`config.mk`:
```
export PLATFORM = sky130hd
export DESIGN_NAME = wish_pack_core_flat
export DESIGN_NICKNAME = d
export VERILOG_FILES = /design/src/rtl/wish_pack_core_pkg.sv /design/src/rtl/wish_pack_core_if.sv /design/src/rtl/wish_pack_core.sv /design/src/flat_wrapper.sv
export SDC_FILE = /design/constraint.sdc
export NUM_CORES = 1
export LEC_CHECK = 0
export CAP_MARGIN = 20
export CELL_PAD_IN_SITES_DETAIL_PLACEMENT = 0
export CELL_PAD_IN_SITES_GLOBAL_PLACEMENT = 2
export CORE_MARGIN = 10
export CORE_UTILIZATION = 25
export DETAILED_ROUTE_END_ITERATION = 6
export HOLD_SLACK_MARGIN = 0.15
export PLACE_DENSITY_LB_ADDON = 0.1
export SYNTH_ARGS = -nofsm -noshare
export SYNTH_HDL_FRONTEND = slang
export SYNTH_SLANG_ARGS = --single-unit
```
`constraint.sdc`:
```
create_clock -name clk_i -period 2.5 [get_ports clk_i]
set_input_delay 0.5 -clock clk_i [delete_from_list [all_inputs] [get_ports clk_i]]
set_output_delay 0.5 -clock clk_i [all_outputs]
set_load 0.02 [all_outputs]
```
`src/rtl/wish_pack_core_pkg.sv`:
```
// Shared types and lane-order helpers for the Wishbone width packer.
package wish_pack_core_pkg;

    typedef enum logic {
        ST_FILL = 1'b0,
        ST_OUT  = 1'b1
    } state_t;

    function automatic int first_lane(input int little_endian, input int num_pack);
        return (little_endian != 0) ? 0 : num_pack - 1;
    endfunction

    function automatic int last_lane(input int little_endian, input int num_pack);
        return (little_endian != 0) ? num_pack - 1 : 0;
    endfunction

endpackage

```
`src/rtl/wish_pack_core_if.sv`:
```
// Narrow source stream plus wide destination word, as seen by the packer.
interface wish_pack_core_if #(
    parameter int DATA_WIDTH = 8,
    parameter int NUM_PACK   = 4,
    parameter int TGC_WIDTH  = 2
);
    logic                           s_stb_i;
    logic                           s_cyc_i;
    logic                           s_ack_o;
    logic                           s_stall_o;
    logic [DATA_WIDTH-1:0]          s_dat_i;
    logic [TGC_WIDTH-1:0]           s_tgc_i;
    logic                           d_stb_o;
    logic                           d_cyc_o;
    logic                           d_ack_i;
    logic [DATA_WIDTH*NUM_PACK-1:0] d_dat_o;
    logic [TGC_WIDTH-1:0]           d_tgc_o;

    // Packer side: consumes the narrow beats, produces the wide word.
    modport slave (
        input  s_stb_i, s_cyc_i, s_dat_i, s_tgc_i, d_ack_i,
        output s_ack_o, s_stall_o, d_stb_o, d_cyc_o, d_dat_o, d_tgc_o
    );

    // Environment side: narrow master and wide consumer.
    modport master (
        output s_stb_i, s_cyc_i, s_dat_i, s_tgc_i, d_ack_i,
        input  s_ack_o, s_stall_o, d_stb_o, d_cyc_o, d_dat_o, d_tgc_o
    );
endinterface

```
`src/rtl/wish_pack_core.sv`:
```
// Packs NUM_PACK narrow Wishbone beats into one wide word and ORs their cycle tags.
//
// state   | meaning
// --------+---------------------------------------------------------------
// ST_FILL | collecting beats into lanes; source may be acked
// ST_OUT  | packed word presented on d_*; source stalled until d_ack_i
module wish_pack_core
    import wish_pack_core_pkg::*;
#(
    parameter int DATA_WIDTH    = 8,
    parameter int NUM_PACK      = 4,
    parameter int TGC_WIDTH     = 2,
    parameter int LITTLE_ENDIAN = 1
) (
    input  logic            clk_i,
    input  logic            rst_i,
    wish_pack_core_if.slave bus
);

    localparam int IDX_W = $clog2(NUM_PACK) + 1;
    localparam logic [IDX_W-1:0] START_IDX = IDX_W'(first_lane(LITTLE_ENDIAN, NUM_PACK));
    localparam logic [IDX_W-1:0] LAST_IDX  = IDX_W'(last_lane(LITTLE_ENDIAN, NUM_PACK));

    state_t                         state_q, state_d;
    logic [IDX_W-1:0]               idx_q, idx_d;
    logic [DATA_WIDTH*NUM_PACK-1:0] dat_q;
    logic [TGC_WIDTH-1:0]           tgc_q;
    logic                           stall;
    logic                           accept;

    assign stall         = rst_i | (state_q == ST_OUT);
    assign accept        = bus.s_stb_i & bus.s_cyc_i & ~stall;
    assign bus.s_stall_o = stall;
    assign bus.s_ack_o   = accept;
    assign bus.d_stb_o   = (state_q == ST_OUT);
    assign bus.d_cyc_o   = (state_q == ST_OUT);
    assign bus.d_dat_o   = dat_q;
    assign bus.d_tgc_o   = tgc_q;

    always_comb begin
        state_d = state_q;
        idx_d   = idx_q;
        case (state_q)
            ST_FILL: begin
                if (accept) begin
                    if (idx_q == LAST_IDX) begin
                        idx_d   = START_IDX;
                        state_d = ST_OUT;
                    end else if (LITTLE_ENDIAN != 0) begin
                        idx_d = idx_q + IDX_W'(1);
                    end else begin
                        idx_d = idx_q - IDX_W'(1);
                    end
                end
            end
            ST_OUT: begin
                if (bus.d_ack_i) begin
                    state_d = ST_FILL;
                end
            end
            default: state_d = ST_FILL;
        endcase
    end

    // Lanes are never cleared between packets; only reset zeroes them.
    always_ff @(posedge clk_i) begin
        if (rst_i) begin
            state_q <= ST_FILL;
            idx_q   <= START_IDX;
            dat_q   <= '0;
            tgc_q   <= '0;
        end else begin
            state_q <= state_d;
            idx_q   <= idx_d;
            if (accept) begin
                for (int i = 0; i < NUM_PACK; i++) begin
                    if (idx_q == IDX_W'(i)) begin
                        dat_q[i*DATA_WIDTH +: DATA_WIDTH] <= bus.s_dat_i;
                    end
                end
                tgc_q <= (idx_q == START_IDX) ? bus.s_tgc_i : (tgc_q | bus.s_tgc_i);
            end
        end
    end

endmodule

```
`src/flat_wrapper.sv`:
```
// flat-port wrapper written by rule: the top's interface ports become plain ports
module wish_pack_core_flat import wish_pack_core_pkg::*;
#(
    parameter int DATA_WIDTH    = 8,
    parameter int NUM_PACK      = 4,
    parameter int TGC_WIDTH     = 2,
    parameter int LITTLE_ENDIAN = 1
)
  (clk_i, rst_i, bus_s_stb_i, bus_s_cyc_i, bus_s_dat_i, bus_s_tgc_i, bus_d_ack_i, bus_s_ack_o, bus_s_stall_o, bus_d_stb_o, bus_d_cyc_o, bus_d_dat_o, bus_d_tgc_o);
  wish_pack_core_if #(.DATA_WIDTH(DATA_WIDTH), .NUM_PACK(NUM_PACK), .TGC_WIDTH(TGC_WIDTH)) bus_i ();
  input  logic clk_i;
  input  logic rst_i;
  input wire logic [$bits(bus_i.s_stb_i)-1:0] bus_s_stb_i;
  input wire logic [$bits(bus_i.s_cyc_i)-1:0] bus_s_cyc_i;
  input wire logic [$bits(bus_i.s_dat_i)-1:0] bus_s_dat_i;
  input wire logic [$bits(bus_i.s_tgc_i)-1:0] bus_s_tgc_i;
  input wire logic [$bits(bus_i.d_ack_i)-1:0] bus_d_ack_i;
  output wire logic [$bits(bus_i.s_ack_o)-1:0] bus_s_ack_o;
  output wire logic [$bits(bus_i.s_stall_o)-1:0] bus_s_stall_o;
  output wire logic [$bits(bus_i.d_stb_o)-1:0] bus_d_stb_o;
  output wire logic [$bits(bus_i.d_cyc_o)-1:0] bus_d_cyc_o;
  output wire logic [$bits(bus_i.d_dat_o)-1:0] bus_d_dat_o;
  output wire logic [$bits(bus_i.d_tgc_o)-1:0] bus_d_tgc_o;
  assign bus_i.s_stb_i = bus_s_stb_i;
  assign bus_i.s_cyc_i = bus_s_cyc_i;
  assign bus_i.s_dat_i = bus_s_dat_i;
  assign bus_i.s_tgc_i = bus_s_tgc_i;
  assign bus_i.d_ack_i = bus_d_ack_i;
  assign bus_s_ack_o = bus_i.s_ack_o;
  assign bus_s_stall_o = bus_i.s_stall_o;
  assign bus_d_stb_o = bus_i.d_stb_o;
  assign bus_d_cyc_o = bus_i.d_cyc_o;
  assign bus_d_dat_o = bus_i.d_dat_o;
  assign bus_d_tgc_o = bus_i.d_tgc_o;
  wish_pack_core #(.DATA_WIDTH(DATA_WIDTH), .NUM_PACK(NUM_PACK), .TGC_WIDTH(TGC_WIDTH), .LITTLE_ENDIAN(LITTLE_ENDIAN)) u_core (.clk_i(clk_i), .rst_i(rst_i), .bus(bus_i));
endmodule
```
[Yosys cells after proc, flatten, opt, wreduce, memory -nomap -nowiden]
Cells that the tools add are included.
Word-level totals
  register bits: 38
  output and inout port bits: 38
  word-level logic and storage cells: 29
  input bits: 15
Operators by class
  add/sub/neg operators: 1
  reduce and logical (&&, ||, !) cells: 6
  bitwise operators: 6
  mux-type cells: 6
  equality and inequality tests: 3
Operators with widths (number)
  $reduce_and 2->1: 5
  $eq 3x2->1 const B: 2
  $add 3x1->3 const B: 1
  $eq 3x1->1 const B: 1
  $logic_not 3->1: 1
  $mux 1: 3
  $mux 3: 1
  $and 1x1->1: 2
  $mux 2: 1
  $not 1->1: 2
  $or 2x2->2: 1
  $pmux 1 s2: 1
  $or 1x1->1: 1

[Logic depth before layout (Yosys ltp)]
Gate-level depths: netlist of the first run.
  depth after elaboration: 5
  mapped depth: 7
  mapped depth without buffers: 5

[Least setup slack after synthesis of the first run]
OpenSTA, ideal clock, no wires.
  kind: in2out
  start point: input port rst_i
  end point: output port bus_s_ack_o
  path slack: 0.914 ns
  required time: 2.000 ns
  stages: 4
  path buffers: 2
  arrival time: 1.086 ns
  cells stage by stage: nand4bb_1 -> buf_2 -> inv_2 -> buf_2
Between the ends
  longest elaborated chain between the ends: 3
RTL lines
  start: declaration: line flat_wrapper.sv:12  | input logic rst_i;
  $or 1x1->1: line wish_pack_core.sv:31  | assign stall = rst_i | (state_q == ST_OUT);
  $not 1->1: line wish_pack_core.sv:32  | assign accept = bus.s_stb_i & bus.s_cyc_i & ~stall;
  $and 1x1->1: line wish_pack_core.sv:32
  end: declaration: line flat_wrapper.sv:18  | output wire logic [$bits(bus_i.s_ack_o)-1:0] bus_s_ack_o;
Every way passes these cells.

[Final worst setup path of the first run]
  start point: input port rst_i
  end point: output port bus_s_stall_o
Between the ends
  longest elaborated chain between the ends: 1
RTL lines
  $or 1x1->1: line wish_pack_core.sv:31
  end: declaration: line flat_wrapper.sv:19  | output wire logic [$bits(bus_i.s_stall_o)-1:0] bus_s_stall_o;
Every way passes these cells.

==> impl_metrics.yaml, run 1 <==
power:
  power-per-cell-area_nw_per_um2: 517.4
  ir_drop_mv: 0.2410
  clock_power_share_pct: 35.3
  pwr-share-seq_pct: 54.8
  p_switching_mw: 0.2756
  pwr-share-comb_pct: 10.0
  netSwitchingFraction_pct: 24.49
  p_leak_nw: 0.7166
  finalPower_mw: 1.125
  p_int_mw: 0.8497
global_route:
  grt_pass1_wl_mm: 8.328
  grtUsageTotal_pct: 10.66
  gr-total-overflow: 0
  antenna_found_initial: 0
  grt_max_degree: 39
  first_global_vias: 1534
synthesis:
  synth-edff-count: 0
  synth_common_cells: "38 x a21oi_1, 38 x dfxtp_1, 34 x nand3_1, 18 x o21ai_1, 16 x o21ai_0"
  ys.flop_type: "dfxtp_1"
  synth_top_area_share_pct: 49.11
  ys_types: 19
  synth_fp_nets: 206
  syn_area_per_cell_um2: 8.283
  synth_async_sr_flop_share_pct: 0
  yosysWarnings: 0
  synth.area.top_cells: "dfxtp_1 49%, a21oi_1 12%, nand3_1 11%"
  syn-cell-area_um2: 1549
  synth_seq_cells: 38
  synthCells: 187
  yosysSeqAreaShare_pct: 49.11
  yosys.area.top_type: "dfxtp_1"
status:
  outcome: "finished clean"
detailed_routing:
  routedWlPerCell_um: 16.52
  postRouteAntennaNets: 0
  viasPerCell: 4.686
  drc: 0
  vias: 1434
  wirelength_mm: 5.056
  drt_iter0_markers: 100
  detail_route.first_pass.iterations: 4
clock_network:
  clk_pin_slew_worst_paths_ps: 70
  post_cts_buffers: 0
  root_buffer: "clkbuf_8"
  cts_buffers: 5
  cts.htree.levels: 2
  cts_sinks: 38
  hold_buffers: 0
  cts_tree: "built"
  clk_path_buf_depth: 2
  clk-insertion-delay-late_ps: 290
timing:
  fmax_mhz: 446.4
  setup-tns-final_ps: 0
  finalMaxSlewViolations: 0
  fin_crit_sh_pct: 89.60
  relSlewSlack_pct: 51.62
  finalCriticalPeriod_ps: 2240
  hold_viol: 0
  setup_viol_count_final: 0
  whs_ps: 477.1
  tightest_slew_ps: 724.2
  fin_skew_ps: 3.677
  rsz0062_at_grt: "false"
critical_path:
  path_class: "input port to output port"
  critPathLaunch: "rst_i"
  cp_max_fo: 4
  r2r_end: "u_core.bus.d_dat_o[24]"
  end_kind: "output port"
  reg2regPathDepth: 4
  cp.arrival_ps: 1740
  critPathLaunchType: "input port"
  required_ps: 2000
  worstReg2RegStart: "u_core.idx_q[0]"
  ff2ff_setup_slack_ps: 940
  crit_end: "bus_s_stall_o"
finish:
  nets: 250
  fill_cells: 642
  finalNonFillerCells: 306
  area_growth_pct: 40.39
  drive_gt1_share_pct: 4.329
  utilization_pct: 36.51
  antennaDiodeCount: 0
placed_design:
  dp.cells: 299
  io_buffers: 52
  dp_hpwl_mm: 3.633
  routabilityCongestion: 0.7281
flow_run:
  cap_violations: 0
floorplan:
  coreArea_um2: 5956
  ios: 53
  start_util_pct: 26.01
  dieWidth_um: 98.72
  die_area_um2: 9745
  die_y_um: 98.72
  rows: 28
hold_path:
  min_path_type: "register to register"
  worstHoldStart: "u_core.bus.d_dat_o[5]"
==> kinds of logic (layout without fill, tap and decap cells) <==
logic type / count (synthesis) / after routing / share of synthesized area, %
AO/OA/AOI/OAI: 72 / 72 / 23.26
adder cells (fa/ha/maj): 4 / 4 / 3.231
buffers and inverters: 22 / 66 / 7.027
flip-flops: 38 / 38 / 49.11
AND/OR/NAND/NOR: 51 / 51 / 17.37
==> power by group through the flow <==
stage / Sequential (mW) / Clock (mW) / Combinational, mW
after floorplan: 0.638 / 0 / 0.0466
after global placement: 0.630 / 0 / 0.113
after detailed placement: 0.630 / 0 / 0.113
after CTS: 0.616 / 0.412 / 0.114
after global routing: 0.617 / 0.438 / 0.123
final: 0.616 / 0.397 / 0.112
==> metal layers <==
| layer | vias up | part of all wire, % | GRT usage (%) |
|---|---|---|---|
| met5 | - | 0 | 0 |
| met4 | 0 | 1.4 | 3.859 |
| met3 | 6 | 7.3 | 4.399 |
| met2 | 38 | 45 | 16.54 |
| met1 | 649 | 46 | 12.92 |
| li1 | 741 | - | - |
==> area by class of cell <==
cell class,count,area (um^2),share of cell area [%]
Sequential cell,38,760.7,34.98
Multi-Input combinational cell,127,679.4,31.24
Timing Repair Buffer,56,553.0,25.43
Tap cell,75,93.84,4.315
Clock buffer,7,76.32,3.510
Inverter,3,11.26,0.5178
==> worst min path at each step <==
stage | slack (ps) | to | cells past startpoint
global placement | 470 | u_core.bus.d_dat_o[4] | 2
detailed placement | 470 | u_core.bus.d_dat_o[5] | 2
CTS | 480 | u_core.bus.d_dat_o[5] | 2
floorplan | 460 | u_core.idx_q[1] | 2
finish | 480 | u_core.bus.d_dat_o[5] | 2
global route | 500 | u_core.bus.d_dat_o[4] | 2
==> timing repair <==
item,in CTS,in global routing
resized for setup,0,1
setup endpoints to repair,0,1
endpoints found under the hold margin,0,0
==> registers in the layout, summed over array words and instances (netlist names) <==
| name | count |
|---|---|
| u_core.idx_q | 3 |
| u_core.bus.d_dat_o | 32 |
| u_core.bus.d_cyc_o | 1 |
| u_core.bus.d_tgc_o | 2 |
==> worst max-delay path, stage by stage <==
cell and delay, ps:
clkdlybuf4s50_1 460, or2_1 240, clkdlybuf4s50_1 540
==> through the flow <==
step	cell area [um^2]	worst slack, ps
4_1_cts	2172	46.34
3_3_place_gp	2096	71.75
5_1_grt	2175	229.1
3_5_place_dp	2096	57.90
2_1_floorplan	1549	914.0
6_report	2175	259.9
==> layout by cell type, fill, tap and decap left out <==
cell type	netlist	layout
o21ai_0	16	16
dfxtp_1	38	38
clkbuf_8	0	5
nor2b_1	5	5
inv_2	1	1
inv_1	2	2
nand3_1	34	34
clkbuf_1	9	2
nand4bb_1	1	1
nor2_1	1	1
clkdlybuf4s50_1	0	51
or2_1	1	1
dlymetal6s2s_1	0	1
o21ai_1	18	18
nand2b_1	5	5
nand2_1	4	4
buf_4	1	4
ha_1	4	4
a21oi_1	38	38
No activity file was read; power rests on OpenSTA's default activity.
==> run 2, diff against run 1 <==
CORE_UTILIZATION = 27   (was 25)
SKIP_LAST_GASP = 1   (was unset)
==> run 2 against run 1 <==
  * Critical path type unchanged
  * Clock-buffer cell count decreased by 2
  * Critical path depth increased by 1
  * Clock skew increased by 2.9 ps
  * Worst setup slack got worse by 140 ps
  * Routed wire length increased by 0.40%
  * Sequential share of layout area decreased by 0.42 points
==> impl_metrics.yaml, run 2 (synthesis results as in run 1) <==
placed_design:
  placed_area_um2: 2092
  routabilityCongestion: 0.7903
  io_buffers: 52
  dp.cells: 296
  dp_hpwl_mm: 3.584
clock_network:
  cts_resized: 0
  cts_tree: "built"
  cts_sinks: 38
  clk-insertion-delay-late_ps: 290
  clk_path_buf_depth: 2
  cts.htree.levels: 2
  post_cts_buffers: 0
  root_buffer: "clkbuf_8"
  cts_buffers: 5
  clk_pin_slew_worst_paths_ps: 70
  hold_buffers: 0
finish:
  layout_commonest_cell: "clkdlybuf4s50_1"
  finalNonFillerCells: 304
  register_area_um2: 760.7
  utilization_pct: 39.72
  design_area_um2: 2201
  final_cell_mix: "52 x clkdlybuf4s50_1, 38 x a21oi_1, 38 x dfxtp_1"
  largest_reg_flops: 32
  antennaDiodeCount: 0
  multi_input_area_um2: 679.4
  nets: 250
  area_growth_pct: 42.08
  drive_gt1_share_pct: 5.603
  fill_cells: 579
power:
  p_leak_nw: 0.7198
  power-per-cell-area_nw_per_um2: 565.5
  ir_drop_mv: 0.1846
timing:
  finalCriticalPeriod_ps: 2381
  setup_viol_count_final: 0
  setup-tns-final_ps: 0
  whs_ps: 474.1
  finalMaxSlewViolations: 0
  hold_viol: 0
  fin_skew_ps: 6.616
  rsz0062_at_grt: "false"
  relSlewSlack_pct: 57.96
  fin_crit_sh_pct: 95.26
  fmax_mhz: 419.9
  tightest_slew_ps: 629.3
critical_path:
  timing.critical_path.buf_inv: 3
  critPathSlowestCell: "clkdlybuf4s50_1"
  required_ps: 2000
  reg2regPathDepth: 4
  cpPeakStageDelay_ps: 610
  cp_top_family: "buffers and inverters"
  path_cells: "clkdlybuf4s50_1 -> nand4bb_1 -> inv_2 -> clkdlybuf4s50_1"
  crit_top_cell: "clkdlybuf4s50_1"
  end_kind: "output port"
  cp_max_fo: 4
  critPathLaunchType: "input port"
  path_class: "input port to output port"
  cp.arrival_ps: 1880
  path_depth: 4
detailed_routing:
  routedWlPerCell_um: 16.70
  wirelength_mm: 5.076
  postRouteAntennaNets: 0
  vias: 1499
  detail_route.first_pass.iterations: 4
  viasPerCell: 4.931
  drc: 0
  drt_iter0_markers: 65
hold_path:
  min_path_type: "register to register"
  hold_depth: 2
status:
  outcome: "finished clean"
floorplan:
  coreArea_um2: 5540
  die_y_um: 95.74
  rows: 27
  start_util_pct: 27.96
  ios: 53
  die_area_um2: 9166
  dieWidth_um: 95.74
global_route:
  grt_pass1_wl_mm: 7.962
  grtUsageTotal_pct: 11.24
  first_global_vias: 1484
  antenna_found_initial: 0
  gr-total-overflow: 0
  grt_max_degree: 39
flow_run:
  cap_violations: 0
## run 2: cell count changes in the layout (fill, tap and decap cells not counted)
cell / delta
clkdlybuf4s50_1: +1
dlymetal6s2s_1: -1
clkinv_2: +2
clkbuf_1: -2
bufinv_16: +1
## run 2: cell type report
cell class	instances	area share, %
Multi-Input combinational cell	127	30.87
Clock buffer	5	3.127
Timing Repair Buffer	56	25.01
Tap cell	72	4.093
Clock inverter	3	1.819
Sequential cell	38	34.57
Inverter	3	0.5117
## run 2: power breakdown
group          internal (mW)  total, mW  switching (mW)
Combinational         0.0453      0.113          0.0679
Clock                  0.294      0.515           0.222
Sequential             0.612      0.616         0.00406
## run 2: metrics by stage
stage | total power [mW] | setup slack (ps)
6_report | 1.245 | 118.5
5_1_grt | 1.297 | 63.24
4_1_cts | 1.263 | 97.15
3_5_place_dp | 0.7445 | 99.41
3_3_place_gp | 0.7434 | 102.7
2_1_floorplan | 0.6843 | 914.0
## run 2: routing by layer
metal	vias up	share of wire (%)	GRT usage [%]
met1	706	42	13.11
met2	46	48	18.28
li1	739	-	-
met4	0	1.9	4.791
met3	8	8.0	3.969
met5	-	0	0
## run 2: worst reg2reg max path, cell delays in order (launching register included)
cell and delay, ps:
dfxtp_1 380, ha_1 210, nor2b_1 540, nand3_1 170
a21oi_1 140
## run 2: worst paths after layout
path,slack (ps),start,endpoint
worst max-delay path,120,rst_i,bus_s_ack_o
worst min-delay path,470,u_core.bus.d_dat_o[22],u_core.bus.d_dat_o[22]
worst max register to register,1000,u_core.idx_q[1],u_core.bus.d_dat_o[24]
worst min register to register,470,u_core.bus.d_dat_o[22],u_core.bus.d_dat_o[22]
==> run 3, diff against run 2 <==
CORE_MARGIN = unset   (was 10)
==> run 3 against run 2 <==
  * First-iteration DRC count up 22%
  * Cell count unchanged
  * Clock-buffer cell count increased by 2
  * Clock power fell by 14%
  * Worst setup slack got worse by 24 ps
  * Final area shrank 0.80%
  * Non-clock buffer count stayed put
  * Register-to-register slack got worse by 60 ps
  * Core utilization shrank 0.074 points
  * Sequential cell count is the same
  * Via count grew 0.13%
==> impl_metrics.yaml, run 3 (synthesis results as in run 1) <==
global_route:
  grt_max_degree: 39
  first_global_vias: 1491
  antenna_found_initial: 0
  grtUsageTotal_pct: 16.63
  gr-total-overflow: 0
  grt_pass1_wl_mm: 7.624
timing:
  setup-tns-final_ps: 0
  fin_skew_ps: 7.031
  tightest_slew_ps: 727.4
  rsz0062_at_grt: "false"
  fmax_mhz: 415.7
  finalMaxSlewViolations: 0
  fin_crit_sh_pct: 96.21
  whs_ps: 473.8
  hold_viol: 0
  finalCriticalPeriod_ps: 2405
  relSlewSlack_pct: 51.41
  setup_viol_count_final: 0
critical_path:
  path_class: "input port to output port"
  path_cells: "clkdlybuf4s50_1 -> nand4bb_1 -> inv_2 -> clkdlybuf4s50_1"
  critPathSlowestCell: "clkdlybuf4s50_1"
  cp_max_fo: 4
  cp.arrival_ps: 1910
  timing.critical_path.buf_inv: 3
  crit_top_cell: "clkdlybuf4s50_1"
  required_ps: 2000
  cp_top_family: "buffers and inverters"
  cpPeakStageDelay_ps: 610
  critPathLaunchType: "input port"
  end_kind: "output port"
floorplan:
  dieWidth_um: 77.74
  rows: 27
  die_area_um2: 6044
  coreArea_um2: 5507
  ios: 53
  die_y_um: 77.74
  start_util_pct: 28.13
detailed_routing:
  detail_route.first_pass.iterations: 4
  vias: 1501
  drt_iter0_markers: 79
  routedWlPerCell_um: 15.29
  drc: 0
  wirelength_mm: 4.649
  viasPerCell: 4.938
  postRouteAntennaNets: 0
finish:
  final_cell_mix: "52 x clkdlybuf4s50_1, 38 x a21oi_1, 38 x dfxtp_1"
  utilization_pct: 39.65
  fill_cells: 576
  antennaDiodeCount: 0
  design_area_um2: 2183
  area_growth_pct: 40.95
  layout_commonest_cell: "clkdlybuf4s50_1"
  largest_reg_flops: 32
  drive_gt1_share_pct: 5.172
  nets: 250
power:
  clock_power_share_pct: 37.7
  pwr-share-seq_pct: 52.7
  p_leak_nw: 0.7101
  ir_drop_mv: 0.2167
  finalPower_mw: 1.169
  pwr-share-comb_pct: 9.6
  power-per-cell-area_nw_per_um2: 535.6
  p_switching_mw: 0.2894
  p_int_mw: 0.8801
  netSwitchingFraction_pct: 24.75
placed_design:
  routabilityCongestion: 0.7190
  placed_area_um2: 2092
  dp_hpwl_mm: 3.068
  io_buffers: 52
clock_network:
  hold_buffers: 0
  cts_buffers: 5
  clk-insertion-delay-late_ps: 290
  cts_resized: 0
  cts.htree.levels: 2
  clk_pin_slew_worst_paths_ps: 70
  clk_path_buf_depth: 2
  cts_sinks: 38
  post_cts_buffers: 0
  cts_tree: "built"
  root_buffer: "clkbuf_8"
hold_path:
  min_path_type: "register to register"
status:
  outcome: "finished clean"
flow_run:
  cap_violations: 0
[run 3: final cells by class]
type / instances / area (um^2) / share of cell area (%)
Tap cell: 72 / 90.09 / 4.126
Sequential cell: 38 / 760.7 / 34.84
Inverter: 3 / 11.26 / 0.5158
Clock buffer: 7 / 86.33 / 3.954
Timing Repair Buffer: 56 / 550.5 / 25.21
Multi-Input combinational cell: 127 / 679.4 / 31.12
Clock inverter: 1 / 5.005 / 0.2292
[run 3: routing by layer]
| layer | track usage [%] | vias up | routed length (um) |
|---|---|---|---|
| li1 | - | 743 | - |
| met1 | 22.71 | 703 | 2216 |
| met2 | 25.75 | 50 | 2112 |
| met3 | 4.353 | 5 | 269 |
| met4 | 4.528 | 0 | 49 |
| met5 | 0 | - | 0 |
[run 3: final timing paths]
| path | cells after the start | startpoint | slack [ps] | end |
|---|---|---|---|---|
| max | 4 | rst_i | 90 | bus_s_ack_o |
| min reg2reg | 2 | u_core.bus.d_dat_o[6] | 470 | u_core.bus.d_dat_o[6] |
| min | 2 | u_core.bus.d_dat_o[6] | 470 | u_core.bus.d_dat_o[6] |
| max reg2reg | 4 | u_core.idx_q[0] | 940 | u_core.bus.d_dat_o[26] |
[run 3: worst min-delay path, delay by kind of cell (launching register included)]
family / cells / cell delay (ps)
flops: 1 / 310
compound gates: 2 / 120
[run 3: power by group through the flow]
stage	clock network [mW]	registers (mW)	logic [mW]
finish	0.441	0.616	0.112
global route	0.479	0.617	0.123
detailed placement	0	0.630	0.113
global placement	0	0.630	0.112
CTS	0.457	0.616	0.113
floorplan	0	0.638	0.0466
[run 3: metrics by stage]
stage          cells  setup WS (ps)
2_1_floorplan    187          914.0
4_1_cts          304          80.48
3_5_place_dp     296          86.36
3_3_place_gp     296          94.22
6_report         304          94.64
5_1_grt          304          5.176
